## src/rtl/alu_pkg.sv

```systemverilog
// Shared definitions for the sequential execute ALU.
// Opcodes, CCR bit positions and controller state encoding.
package alu_pkg;

    localparam logic [3:0] OP_NOP  = 4'd0;
    localparam logic [3:0] OP_NOT  = 4'd1;
    localparam logic [3:0] OP_INC  = 4'd2;
    localparam logic [3:0] OP_DEC  = 4'd3;
    localparam logic [3:0] OP_MOV  = 4'd4;
    localparam logic [3:0] OP_ADD  = 4'd5;
    localparam logic [3:0] OP_SUB  = 4'd6;
    localparam logic [3:0] OP_AND  = 4'd7;
    localparam logic [3:0] OP_OR   = 4'd8;
    localparam logic [3:0] OP_SHL  = 4'd9;
    localparam logic [3:0] OP_SHR  = 4'd10;
    localparam logic [3:0] OP_SETC = 4'd11;
    localparam logic [3:0] OP_CLRC = 4'd12;
    localparam logic [3:0] OP_PASS = 4'd13;
    localparam logic [3:0] OP_LDM  = 4'd14;
    localparam logic [3:0] OP_MUL  = 4'd15;

    localparam int FLAG_C = 2;
    localparam int FLAG_Z = 1;
    localparam int FLAG_N = 0;

    typedef enum logic {
        ST_IDLE = 1'b0,
        ST_MUL  = 1'b1
    } state_t;

endpackage

```

## src/rtl/alu_mul_iter.sv

```systemverilog
// Iterative unsigned shift-add multiplier, one multiplier bit per cycle.
// done_o marks the final step; product_o carries that step's value.
module alu_mul_iter
    import alu_pkg::*;
#(
    parameter int N = 16
) (
    input  logic           clk,
    input  logic           rst_n,
    input  logic           start_i,
    input  logic           abort_i,
    input  logic [N-1:0]   a_i,
    input  logic [N-1:0]   b_i,
    output logic           busy_o,
    output logic           done_o,
    output logic [2*N-1:0] product_o
);

    localparam int CW = $clog2(N) + 1;

    logic [CW-1:0]  cnt_q;
    logic [N-1:0]   a_q;
    logic [2*N-1:0] p_q;
    logic [2*N-1:0] p_step;
    logic [N:0]     sum;
    logic           busy_q;

    // Low half holds the remaining multiplier bits, high half accumulates.
    always_comb begin
        sum    = {1'b0, p_q[2*N-1:N]}
               + {1'b0, (p_q[0] ? a_q : {N{1'b0}})};
        p_step = {sum, p_q[N-1:1]};
    end

    assign busy_o    = busy_q;
    assign done_o    = busy_q && (cnt_q == CW'(1));
    assign product_o = p_step;

    always_ff @(posedge clk or negedge rst_n) begin
        if (!rst_n) begin
            busy_q <= 1'b0;
            cnt_q  <= '0;
            a_q    <= '0;
            p_q    <= '0;
        end else if (abort_i) begin
            busy_q <= 1'b0;
        end else if (start_i) begin
            busy_q <= 1'b1;
            cnt_q  <= CW'(N);
            a_q    <= a_i;
            p_q    <= {{N{1'b0}}, b_i};
        end else if (busy_q) begin
            p_q   <= p_step;
            cnt_q <= cnt_q - CW'(1);
            if (cnt_q == CW'(1)) begin
                busy_q <= 1'b0;
            end
        end
    end

endmodule

```

## src/rtl/alu_exec_seq.sv

```systemverilog
// Registered valid/ready execute ALU owning the C/Z/N flag register.
// Define ALU_MUL_EN to build the iterative multiplier for op 15.
module alu_exec_seq
    import alu_pkg::*;
#(
    parameter int N       = 16,
    parameter int SHAMT_W = $clog2(N) + 1
) (
    input  logic         clk,
    input  logic         rst_n,
    input  logic         flush,
    input  logic         in_valid,
    output logic         in_ready,
    input  logic [3:0]   op,
    input  logic [N-1:0] src,
    input  logic [N-1:0] dst,
    input  logic [N-1:0] imm,
    output logic         out_valid,
    input  logic         out_ready,
    output logic [N-1:0] result,
    output logic [N-1:0] result_hi,
    output logic [2:0]   flags
);

    localparam logic [SHAMT_W-1:0] SH_N = SHAMT_W'(N);

    logic [N-1:0]       result_q, result_d;
    logic [2:0]         flags_q, flags_d;
    logic               valid_q, valid_d;
    logic               idle;
    logic               accept;
    logic               is_mul;
    logic [N-1:0]       alu_r;
    logic [2:0]         alu_f;
    logic               alu_c;
    logic               alu_zn;
    logic [N:0]         wide;
    logic [SHAMT_W-1:0] sh;

    assign sh       = imm[SHAMT_W-1:0];
    assign in_ready = idle && !flush && (!valid_q || out_ready);
    assign accept   = in_valid && in_ready;

    always_comb begin
        alu_r  = result_q;
        alu_c  = flags_q[FLAG_C];
        alu_zn = 1'b0;
        wide   = '0;
        case (op)
            OP_NOT: begin
                alu_r  = ~src;
                alu_zn = 1'b1;
            end
            OP_INC: begin
                wide   = {1'b0, src} + (N+1)'(1);
                alu_r  = wide[N-1:0];
                alu_c  = wide[N];
                alu_zn = 1'b1;
            end
            OP_DEC: begin
                alu_r  = src - N'(1);
                alu_c  = (src == '0);
                alu_zn = 1'b1;
            end
            OP_MOV, OP_PASS: alu_r = src;
            OP_ADD: begin
                wide   = {1'b0, src} + {1'b0, dst};
                alu_r  = wide[N-1:0];
                alu_c  = wide[N];
                alu_zn = 1'b1;
            end
            OP_SUB: begin
                alu_r  = src - dst;
                alu_c  = (src < dst);
                alu_zn = 1'b1;
            end
            OP_AND: begin
                alu_r  = src & dst;
                alu_zn = 1'b1;
            end
            OP_OR: begin
                alu_r  = src | dst;
                alu_zn = 1'b1;
            end
            // The extra bit of "wide" catches the last bit shifted out.
            OP_SHL: begin
                alu_zn = 1'b1;
                if (sh == '0) begin
                    alu_r = src;
                end else if (sh >= SH_N) begin
                    alu_r = '0;
                    alu_c = 1'b0;
                end else begin
                    wide  = {1'b0, src} << sh;
                    alu_r = wide[N-1:0];
                    alu_c = wide[N];
                end
            end
            OP_SHR: begin
                alu_zn = 1'b1;
                if (sh == '0) begin
                    alu_r = src;
                end else if (sh >= SH_N) begin
                    alu_r = '0;
                    alu_c = 1'b0;
                end else begin
                    wide  = {src, 1'b0} >> sh;
                    alu_r = wide[N:1];
                    alu_c = wide[0];
                end
            end
            OP_SETC: alu_c = 1'b1;
            OP_CLRC: alu_c = 1'b0;
            OP_LDM:  alu_r = imm;
            default: ;
        endcase
        alu_f         = flags_q;
        alu_f[FLAG_C] = alu_c;
        if (alu_zn) begin
            alu_f[FLAG_Z] = (alu_r == '0);
            alu_f[FLAG_N] = alu_r[N-1];
        end
    end

`ifdef ALU_MUL_EN
    state_t         state_q, state_d;
    logic           mul_start;
    logic           mul_busy;
    logic           mul_done;
    logic [2*N-1:0] mul_prod;
    logic [N-1:0]   hi_q, hi_d;

    assign is_mul    = (op == OP_MUL);
    assign mul_start = accept && is_mul;
    assign idle      = (state_q == ST_IDLE) && !mul_busy;
    assign result_hi = hi_q;

    always_comb begin
        state_d = state_q;
        unique case (state_q)
            ST_IDLE: if (mul_start) state_d = ST_MUL;
            ST_MUL:  if (flush || mul_done) state_d = ST_IDLE;
            default: state_d = ST_IDLE;
        endcase
    end

    always_comb begin
        hi_d = hi_q;
        if (accept && !is_mul) hi_d = '0;
        if (mul_done && !flush) hi_d = mul_prod[2*N-1:N];
    end

    always_ff @(posedge clk or negedge rst_n) begin
        if (!rst_n) begin
            state_q <= ST_IDLE;
            hi_q    <= '0;
        end else begin
            state_q <= state_d;
            hi_q    <= hi_d;
        end
    end

    alu_mul_iter #(.N(N)) u_mul (
        .clk       (clk),
        .rst_n     (rst_n),
        .start_i   (mul_start),
        .abort_i   (flush),
        .a_i       (src),
        .b_i       (dst),
        .busy_o    (mul_busy),
        .done_o    (mul_done),
        .product_o (mul_prod)
    );
`else
    assign is_mul    = 1'b0;
    assign idle      = 1'b1;
    assign result_hi = '0;
`endif

    always_comb begin
        result_d = result_q;
        flags_d  = flags_q;
        valid_d  = valid_q;
        if (valid_q && out_ready) valid_d = 1'b0;
        if (accept && !is_mul) begin
            result_d = alu_r;
            flags_d  = alu_f;
            valid_d  = 1'b1;
        end
`ifdef ALU_MUL_EN
        if (mul_done) begin
            result_d        = mul_prod[N-1:0];
            flags_d[FLAG_C] = |mul_prod[2*N-1:N];
            flags_d[FLAG_Z] = (mul_prod == '0);
            flags_d[FLAG_N] = mul_prod[N-1];
            valid_d         = 1'b1;
        end
`endif
        // A flush drops the pending beat but never touches the datapath.
        if (flush) begin
            result_d = result_q;
            flags_d  = flags_q;
            valid_d  = 1'b0;
        end
    end

    always_ff @(posedge clk or negedge rst_n) begin
        if (!rst_n) begin
            result_q <= '0;
            flags_q  <= '0;
            valid_q  <= 1'b0;
        end else begin
            result_q <= result_d;
            flags_q  <= flags_d;
            valid_q  <= valid_d;
        end
    end

    assign result    = result_q;
    assign flags     = flags_q;
    assign out_valid = valid_q;

endmodule

```

## config.mk

```make
export PLATFORM = sky130hd
export DESIGN_NAME = alu_exec_seq
export DESIGN_NICKNAME = d
export VERILOG_FILES = /design/src/rtl/alu_pkg.sv /design/src/rtl/alu_mul_iter.sv /design/src/rtl/alu_exec_seq.sv
export SDC_FILE = /design/constraint.sdc
export NUM_CORES = 1
export LEC_CHECK = 0
export BUFFER_PORTS_ARGS = -buffer_cell sky130_fd_sc_hd__buf_2
export CELL_PAD_IN_SITES_DETAIL_PLACEMENT = 1
export CELL_PAD_IN_SITES_GLOBAL_PLACEMENT = 1
export CORE_MARGIN = 8
export CORE_UTILIZATION = 48
export CTS_CLUSTER_DIAMETER = 50
export DETAILED_ROUTE_END_ITERATION = 6
export GPL_TIMING_DRIVEN = 0
export PLACE_DENSITY = 0.9
export SYNTH_ARGS = -nofsm -noshare
export SYNTH_HDL_FRONTEND = slang
export SYNTH_SLANG_ARGS = --single-unit
export TNS_END_PERCENT = 20
```

## constraint.sdc

```tcl
create_clock -name clk -period 5 [get_ports clk]
set_clock_uncertainty 0.1 [all_clocks]
set_input_delay 0.25 -clock clk [delete_from_list [all_inputs] [get_ports clk]]
set_output_delay 0.25 -clock clk [all_outputs]
set_load 0.05 [all_outputs]
```

# Word-level counts from Yosys, hierarchy flattened
# Cells that the tools add are included.
# W data, S select, Z words.
word_totals:
  regBits: 20
  wordCells: 62
classes:
  n_bitwise: 4
  eq_ne: 16
  muxes: 14
  n_reduce_logical: 16
  add_sub_neg: 4
  n_shift: 2
  order_cmp: 2
op_table:
  columns: ["op", "n"]
  rows:
  - ["$pmux W16 S11", 1]
  - ["$mux W16", 4]
  - ["$logic_not A16 Y1", 2]
  - ["$eq A4 B4 Y1 const B", 7]
  - ["$add A16 B1 Y17 const B", 1]
  - ["$add A16 B16 Y17", 1]
  - ["$shl A16 B5 Y17", 1]
  - ["$shr A17 B5 Y17", 1]
  - ["$and A16 B16 Y16", 1]
  - ["$eq A4 B3 Y1 const B", 4]
  - ["$lt A16 B16 Y1", 1]
  - ["$not A16 Y16", 1]
  - ["$or A16 B16 Y16", 1]
  - ["$sub A16 B1 Y16 const B", 1]
  - ["$sub A16 B16 Y16", 1]
  - ["$reduce_or A9 Y1", 1]
  - ["$eq A4 B2 Y1 const B", 2]
  - ["$mux W1", 8]
  - ["$pmux W1 S8", 1]
  - ["$reduce_bool A8 Y1", 1]
  - ["$ge A5 B5 Y1 const B", 1]
  - ["$logic_not A5 Y1", 1]
  - ["$reduce_and A5 Y1", 1]
  - ["$eq A4 B1 Y1 const B", 1]
  - ["other kinds (9)", 13]

# Depth between registers and ports, before layout
# Gate-level depths: netlist (run 1).
depth:
  depth_word: 6
  ltp_mapped: 14
  depth_no_buf: 13

# Worst setup path before layout (run 1)
# OpenSTA, ideal clock, no wires.
synth_timing:
  path_kind: "input to register"
  startpoint: "input port src[0]"
  endpoint: "register flags_q[1] (netlist: flags[1])"
  required_time_ns: 4.796
  slack_ns: 1.555
  n_path_buf: 1
  stages: 14
  arrival_ns: 3.241
  cell_sequence: "buf_2 > inv_1 > ha_1 > inv_1 > fa_1 > nor2b_1 > o21ai_0 > a21oi_1 > a2bb2oi_1 > or4_1 > or4_1 > nor4_2 > nand4b_1 > o41ai_2"
synth_between:
  elab_chain_cells: 5
synth_rtl:
  columns: ["element", "line_no", "text"]
  rows:
  - ["start, declared", "alu_exec_seq.sv:15", "input logic [N-1:0] src,"]
  - ["$shr A17 B5 Y17 / $shl A16 B5 Y17 (equally long branches)", "alu_exec_seq.sv:107, alu_exec_seq.sv:94", null]
  - ["$mux W16, on equally long branches", "alu_exec_seq.sv:103, alu_exec_seq.sv:90", null]
  - ["$mux W16, on equally long branches", "alu_exec_seq.sv:101, alu_exec_seq.sv:88", null]
  - ["$pmux W16 S11 *", "alu_exec_seq.sv:49", "case (op)"]
  - ["$logic_not A16 Y1 *", "alu_exec_seq.sv:120", "alu_f[FLAG_Z] = (alu_r == '0);"]
  - ["end signal, assigned", "alu_exec_seq.sv:214", "flags_q <= flags_d;"]
  - ["end, declared", "alu_exec_seq.sv:28", "logic [2:0] flags_q, flags_d;"]
# Mark *: on every way between the ends. The rest lies on a longest branch, timed or not.
# A chain may end at the register's enable or synchronous reset.

# Worst setup path after layout (run 1)
layout_timing:
  startpoint: "input port imm[0]"
  endpoint: "register flags_q[1] (netlist: flags[1])"
layout_between:
  elab_chain_cells: 5
layout_rtl:
  columns: ["element", "line_no", "text"]
  rows:
  - ["start, declared", "alu_exec_seq.sv:17", "input logic [N-1:0] imm,"]
  - ["$shr A17 B5 Y17, or another cell as far along", "alu_exec_seq.sv:107", "wide = {src, 1'b0} >> sh;"]
  - ["$mux W16, on equally long branches", "alu_exec_seq.sv:103, alu_exec_seq.sv:90", null]
  - ["$mux W16, on equally long branches", "alu_exec_seq.sv:101, alu_exec_seq.sv:88", null]
  - ["$pmux W16 S11 *", "alu_exec_seq.sv:49", null]
  - ["$logic_not A16 Y1 *", "alu_exec_seq.sv:120", null]
# Marked as above.

==> results of run 1 <==
cell type report:
type	instances	area [um^2]	share of cell area
multi-input cells	820	5880	0.743
plain buffers	115	617	0.0780
flip-flops and latches	20	500	0.0633
repair buffers	77	390	0.0494
well taps	184	230	0.0291
inverters	54	203	0.0256
clock buffers	4	88.8	0.0112
diodes	1	2.50	0.000316
Yosys cell counts, drive strengths merged, types with 7 or more instances:
| cell | instances | share of area |
|---|---|---|
| nand2 | 101 | 0.054 |
| a21oi | 71 | 0.050 |
| o21ai | 65 | 0.046 |
| buf | 63 | 0.059 |
| nor2 | 63 | 0.033 |
| clkbuf | 52 | 0.028 |
| ha | 51 | 0.089 |
| inv | 51 | 0.027 |
| nor3 | 34 | 0.025 |
| mux4 | 24 | 0.076 |
| a31oi | 22 | 0.019 |
| mux2i | 22 | 0.031 |
| dfrtp | 20 | 0.070 |
| o22ai | 19 | 0.017 |
| nand3 | 18 | 0.013 |
| nand2b | 17 | 0.015 |
| nor2b | 16 | 0.014 |
| o211ai | 16 | 0.018 |
| a211oi | 14 | 0.015 |
| nor4 | 14 | 0.015 |
| xnor2 | 14 | 0.017 |
| a22oi | 13 | 0.014 |
| a221oi | 12 | 0.016 |
| nand4 | 11 | 0.0096 |
| mux2 | 10 | 0.016 |
| and3 | 9 | 0.0079 |
| a21o | 8 | 0.0084 |
| o31ai | 8 | 0.0084 |
| a2111oi | 7 | 0.0086 |
| a22o | 7 | 0.0086 |
| o221ai | 7 | 0.0086 |
critical path, stage by stage:
cell       delay, ps
buf_2            120
buf_4            190
inv_1            240
buf_2            330
buf_1            480
o221a_2          330
nor3_1           100
a2111oi_0       1230
o21ai_0          390
nor4_2           360
nand4b_1         190
o41ai_2          310
what timing repair did:
item / 4_1_cts / 5_1_grt
hold endpoints to repair: 20 / 0
setup endpoints to repair: 0 / 0
hold buffers: 1 / 0
gates resized for setup: 0 / 0
final timing paths:
check	startpoint	to	cells after the start
setup / recovery	imm[0]	flags[1]	12
hold / removal	flush	out_valid	2
setup reg to reg	result[4]	flags[1]	7
hold reg to reg	flags[1]	flags[1]	2
max in group asynchronous	rst_n	result[15]	2
min in group asynchronous	rst_n	result[6]	2
power by group:
group,total (uW),internal [uW],switching (uW)
Sequential,235,197,37.8
Clock,183,122,61.5
Combinational,997,305,692
flip-flops by register name (all words and copies together), names as in the netlist:
register	cells
result	16
flags	3
out_valid	1
layer usage:
metal	part of all wire	vias up	routed length, um	track usage
met5	0.00034	-	13	0
met3	0.12	210	4490	0.0996
li1	-	3925	-	-
met4	0.070	2	2700	0.233
met1	0.38	4524	14400	0.487
met2	0.44	756	16800	0.603
stage by stage:
stage	total power (uW)	cell area [um^2]	hold WS, ps	cells	setup slack, ps
6_report	1420	7910	66.3	1275	505
5_1_grt	1460	7910	75.8	1274	581
4_1_cts	1370	7910	65.3	1274	729
3_5_place_dp	1190	7810	125	1269	482
3_3_place_gp	1170	7810	124	1269	522
2_1_floorplan	875	7200	-146	1009	1560
cell families (layout without fill, tap and decap cells):
group	count (synthesis)	count (layout)	share of synthesized area
adder cells (fa/ha/maj)	53	53	0.0950
XOR/XNOR	17	17	0.0209
multiplexers	56	56	0.122
AND/OR/NAND/NOR	338	338	0.250
AO/OA/AOI/OAI	340	340	0.327
flip-flops	20	20	0.0701
other	1	17	0.000525
buffers and inverters	169	250	0.115
cell usage in the layout, fill, tap and decap left out, types with 13 or more instances in the layout:
master | synthesis | layout
buf_2 | 27 | 103
o211ai_1 | 15 | 15
inv_1 | 51 | 51
dfrtp_1 | 20 | 20
nand3_1 | 17 | 17
o22ai_1 | 19 | 19
xnor2_1 | 14 | 14
nand2b_1 | 17 | 17
a31oi_1 | 22 | 22
nor2_1 | 62 | 62
clkbuf_1 | 51 | 51
o21ai_0 | 62 | 62
a21oi_1 | 71 | 71
a211oi_1 | 14 | 14
a22oi_1 | 13 | 13
nor3_1 | 33 | 33
mux2i_1 | 22 | 22
nor2b_1 | 16 | 16
conb_1 | 1 | 16
nand2_1 | 99 | 99
buf_4 | 24 | 24
mux4_2 | 24 | 24
ha_1 | 51 | 51
==> summary.txt, run 1 <==
Place
  • Placer Congestion: 1.13
  • IO Port Bufs: 76
  • Post-DP HPWL: 30300 um

GRT
  • Antenna violations before repair: 1
  • First-pass GRT wire length: 56800 um
  • Largest net degree at the start of global routing: 21
  • Grt ovf: 0
  • Total track usage: 0.393
  • Vias in the first global route: 9177

Timing
  • RSZ-0062 raised after global routing: no
  • Max Slew Vio Count: 1
  • F_max: 0.222 GHz
  • Fin crit share: 0.899
  • Sum of negative setup slack: 0 ps
  • Final hold vios: 0
  • Final setup viols: 0
  • Relative slew slack: -0.00154
  • Actual slew at the worst max-slew pin: 1490 ps
  • Min Tclk post-route: 4490 ps

Route
  • DR WL/cell: 30.1 um
  • Routed via count: 9417
  • Final antenna-violating net count: 0
  • Post-route DRC: 1
  • DRT Pass-1 Iters: 7
  • DRT Wirelength: 38400 um
  • Via/cell ratio: 7.39
  • 1st-iter DRT viols: 1309

Clock network
  • Root Buffer: clkbuf_16
  • Total CTS buffers: 3
  • Worst-path clk slew: 60 ps
  • Clk sinks: 20
  • CTS tree: built
  • Skew-Pair Late Insertion Delay: 250 ps
  • # Post-CTS Setup Buffers: 0
  • Max H-tree Level: 1
  • CTS Buffer Depth: 2

Floorplan
  • Core Area: 14500 um^2
  • Die area: 19000 um^2
  • Die Y-Extent: 138 um
  • Row count: 44
  • IO Count: 94
  • Die boundary width: 138 um
  • Initial Util: 0.491

Final layout
  • Area Growth Syn to Fin: 10.8%
  • Fin util: 0.544
  • Final-stage net count: 1201
  • Layout fillers: 1969
  • Share of cells above drive strength 1: 0.180

Outcome
  • Status: finished with violations
  • Violated checks: design-rule violations, max-capacitance violations, max-slew violations

Power
  • Static leakage: 0.00326 uW
  • Worst VDD drop: 0.118 mV
  • PwrDens: 179 nW/um^2

Logic synthesis
  • Avg Cell Area, Syn: 7.18 um^2
  • Synthesized area: 7140 um^2
  • Ys flop type: dfrtp_1
  • Sequential area share after synthesis: 0.0701
  • Ys Warns: 0
  • Synth Register Bits: 20
  • Post-synth ARST share: 1.00
  • Post-synth EDFFs: 0
  • Synth cell types: 95
  • Gate count of the mapped netlist: 994

Min path
  • Worst hold path type: in2reg

Setup path
  • CP max FO: 10
  • Crit start category: input pin
  • Crit end category: flip-flop
  • Setup CP Type: in2reg
  • R2R Setup Slk: 1920 ps
  • Worst path required time: 5050 ps
  • Data arrival, critical path: 4550 ps

Flow run
  • Max cap viols: 2
Power figures use the tool's default switching activity.
==> run 2: changes to the inputs <==
GPL_TIMING_DRIVEN = not set   (was 0)
PLACE_DENSITY = not set   (was 0.9)
PLACE_DENSITY_LB_ADDON = 0.3   (was not set)
==> run 2 against run 1 <==
The run now ends clean. Sequential share of layout area up 0.37 points. Core utilization down 3.0 points. Flip-flop and latch count unchanged. Sequential power about the same. First-iteration DRC count down 1.2%. Final area down 5.5%. Critical path depth down 2. Global-route usage down 5.1 points. Wire length down 13%. Critical endpoint unchanged. Largest cell class unchanged. Largest power group unchanged.
==> summary.txt, run 2 (same netlist as run 1, synthesis figures left out) <==
Outcome
  • Status: completed

Setup path
  • Worst Setup EP: flags[1]
  • Worst path required time: 5050 ps (about the same)
  • Cell Chain, Critical Path: buf_2, or2_2, o21ai_1, a311o_1, a2111oi_0, a31oi_1, or4_1, nor4_2, nand4b_1, o41ai_2
  • Slowest stage cell, crit path: buf_2
  • Critical register-to-register path startpoint: result[4]
  • CP Buf/Inv Count: 1 (-4)
  • Stages on worst setup path: 10 (-2)
  • R2R Setup Slk: 2120 ps (+200 ps)
  • Data arrival, critical path: 4100 ps (-450 ps)
  • Setup CP Type: in2reg
  • Crit start category: input pin
  • Origin of the worst setup path: op[0]
  • FF-to-FF path depth: 7 (unchanged)
  • Worst path max stage delay: 610 ps (-620 ps)
  • Crit end category: flip-flop
  • RR Endpoint: flags[1]
  • Worst path top cell family by delay: compound AO/OA/AOI/OAI gates
  • CP max FO: 42 (+32)

Final layout
  • Commonest cells after routing, fill and taps aside: 99 x nand2_1, 77 x buf_2, 71 x a21oi_1
  • Final-stage net count: 1109 (-7.7%)
  • Commonest non-fill, non-tap cell in the layout: nand2_1
  • Max reg flops: 16 (unchanged)
  • N_diodes: 0 (-1)
  • Area Growth Syn to Fin: 4.63%
  • Share of cells above drive strength 1: 0.163 (-0.0163)
  • Final instance area: 7470 um^2 (-5.5%)

Place
  • Placer Congestion: 1.06 (-6.1%)
  • Placement Cell Area: 7390 um^2 (-5.4%)
  • Post-DP HPWL: 25600 um (-15%)
  • IO Port Bufs: 77 (+1.3%)
  • Setup slack at placement: 973 ps (+492 ps)

Route
  • Via/cell ratio: 7.37 (-0.19%)
  • DR WL/cell: 28.3 um (-5.9%)
  • 1st-iter DRT viols: 1293 (-1.2%)
  • Routed via count: 8706 (-7.6%)
  • Post-route DRC: 0 (-1)
  • DRT Pass-1 Iters: 6 (-1)
  • DRT Wirelength: 33500 um (-13%)
  • Final antenna-violating net count: 0 (unchanged)

Clock network
  • Worst-path clk slew: 60 ps (about the same)
  • Post_cts resized: 0 (unchanged)
  • Cts hold-fix bufs: 1 (unchanged)
  • Max H-tree Level: 1 (unchanged)
  • Root Buffer: clkbuf_16
  • Skew-Pair Late Insertion Delay: 250 ps (about the same)
  • CTS tree: built
  • # Post-CTS Setup Buffers: 0 (unchanged)
  • CTS Buffer Depth: 2 (unchanged)
  • Clk sinks: 20 (unchanged)
  • Total CTS buffers: 3 (unchanged)

Timing
  • Final setup viols: 0 (unchanged)
  • Min Tclk post-route: 4050 ps (-446 ps)
  • Sum of negative setup slack: 0 ps (unchanged)
  • Final hold vios: 0 (unchanged)
  • Relative slew slack: 0.209 (+0.210)
  • RSZ-0062 raised after global routing: no
  • Final Hold Slack: 65.4 ps (-0.946 ps)
  • Final WS setup: 952 ps (+446 ps)
  • Fin crit share: 0.810 (-0.0892)
  • Max Slew Vio Count: 0 (-1)
  • Actual slew at the worst max-slew pin: 1180 ps (-313 ps)
  • F_max: 0.247 GHz (+11%)

GRT
  • Largest net degree at the start of global routing: 53 (+150%)
  • Vias in the first global route: 8417 (-8.3%)
  • Antenna violations before repair: 0 (-1)
  • Grt ovf: 0 (unchanged)
  • First-pass GRT wire length: 50700 um (-11%)
  • Total track usage: 0.342 (-0.0509)

Flow run
  • Max cap viols: 0 (-2)

Min path
  • Worst hold path type: in2reg

Floorplan
  • Row count: 44 (unchanged)
  • Die boundary width: 138 um (unchanged)
  • Die area: 19000 um^2 (unchanged)
  • Die Y-Extent: 138 um (unchanged)
  • Core Area: 14500 um^2 (unchanged)
  • Initial Util: 0.491 (unchanged)
  • IO Count: 94 (unchanged)

Power
  • Worst VDD drop: 0.144 mV (+22%)
  • PwrDens: 178 nW/um^2 (-0.30%)
  • Static leakage: 0.00303 uW (-7.1%)
  • PnR Total Power: 1330 uW (-5.8%)
## run 2: area by class of cell
type	count	area, um^2
clock buffers	3	75.1
fillers	1917	7060
inverters	54	203
multi-input cells	820	5900
flip-flops and latches	20	500
well taps	184	230
repair buffers	100	561
## run 2: through the flow
stage,util,cells
2_1_floorplan,-,1009
3_3_place_gp,0.508,1177
3_5_place_dp,0.508,1177
4_1_cts,0.514,1181
5_1_grt,0.514,1181
6_report,0.514,1181
## run 2: where the power goes
part | internal, uW | switching (uW)
combinational | 283 | 650
sequential | 197 | 38.9
clock | 105 | 58.1
total | 586 | 747
## run 2: per-layer routing
layer / track usage / up-vias / routed length [um]
met3: 0.0583 / 120 / 3820
met2: 0.533 / 592 / 14900
met1: 0.456 / 4252 / 13100
met4: 0.143 / 0 / 1640
met5: 0 / - / 0
li1: - / 3742 / -
## run 2: worst min path at each step
stage | start | to | slack, ps | cells after the start
2_1_floorplan | rst_n | flags[0] | -150 | 0
4_1_cts | flush | out_valid | 60 | 2
3_3_place_gp | rst_n | out_valid | 120 | 1
3_5_place_dp | rst_n | out_valid | 120 | 1
5_1_grt | flush | out_valid | 60 | 2
6_report | flush | out_valid | 70 | 2
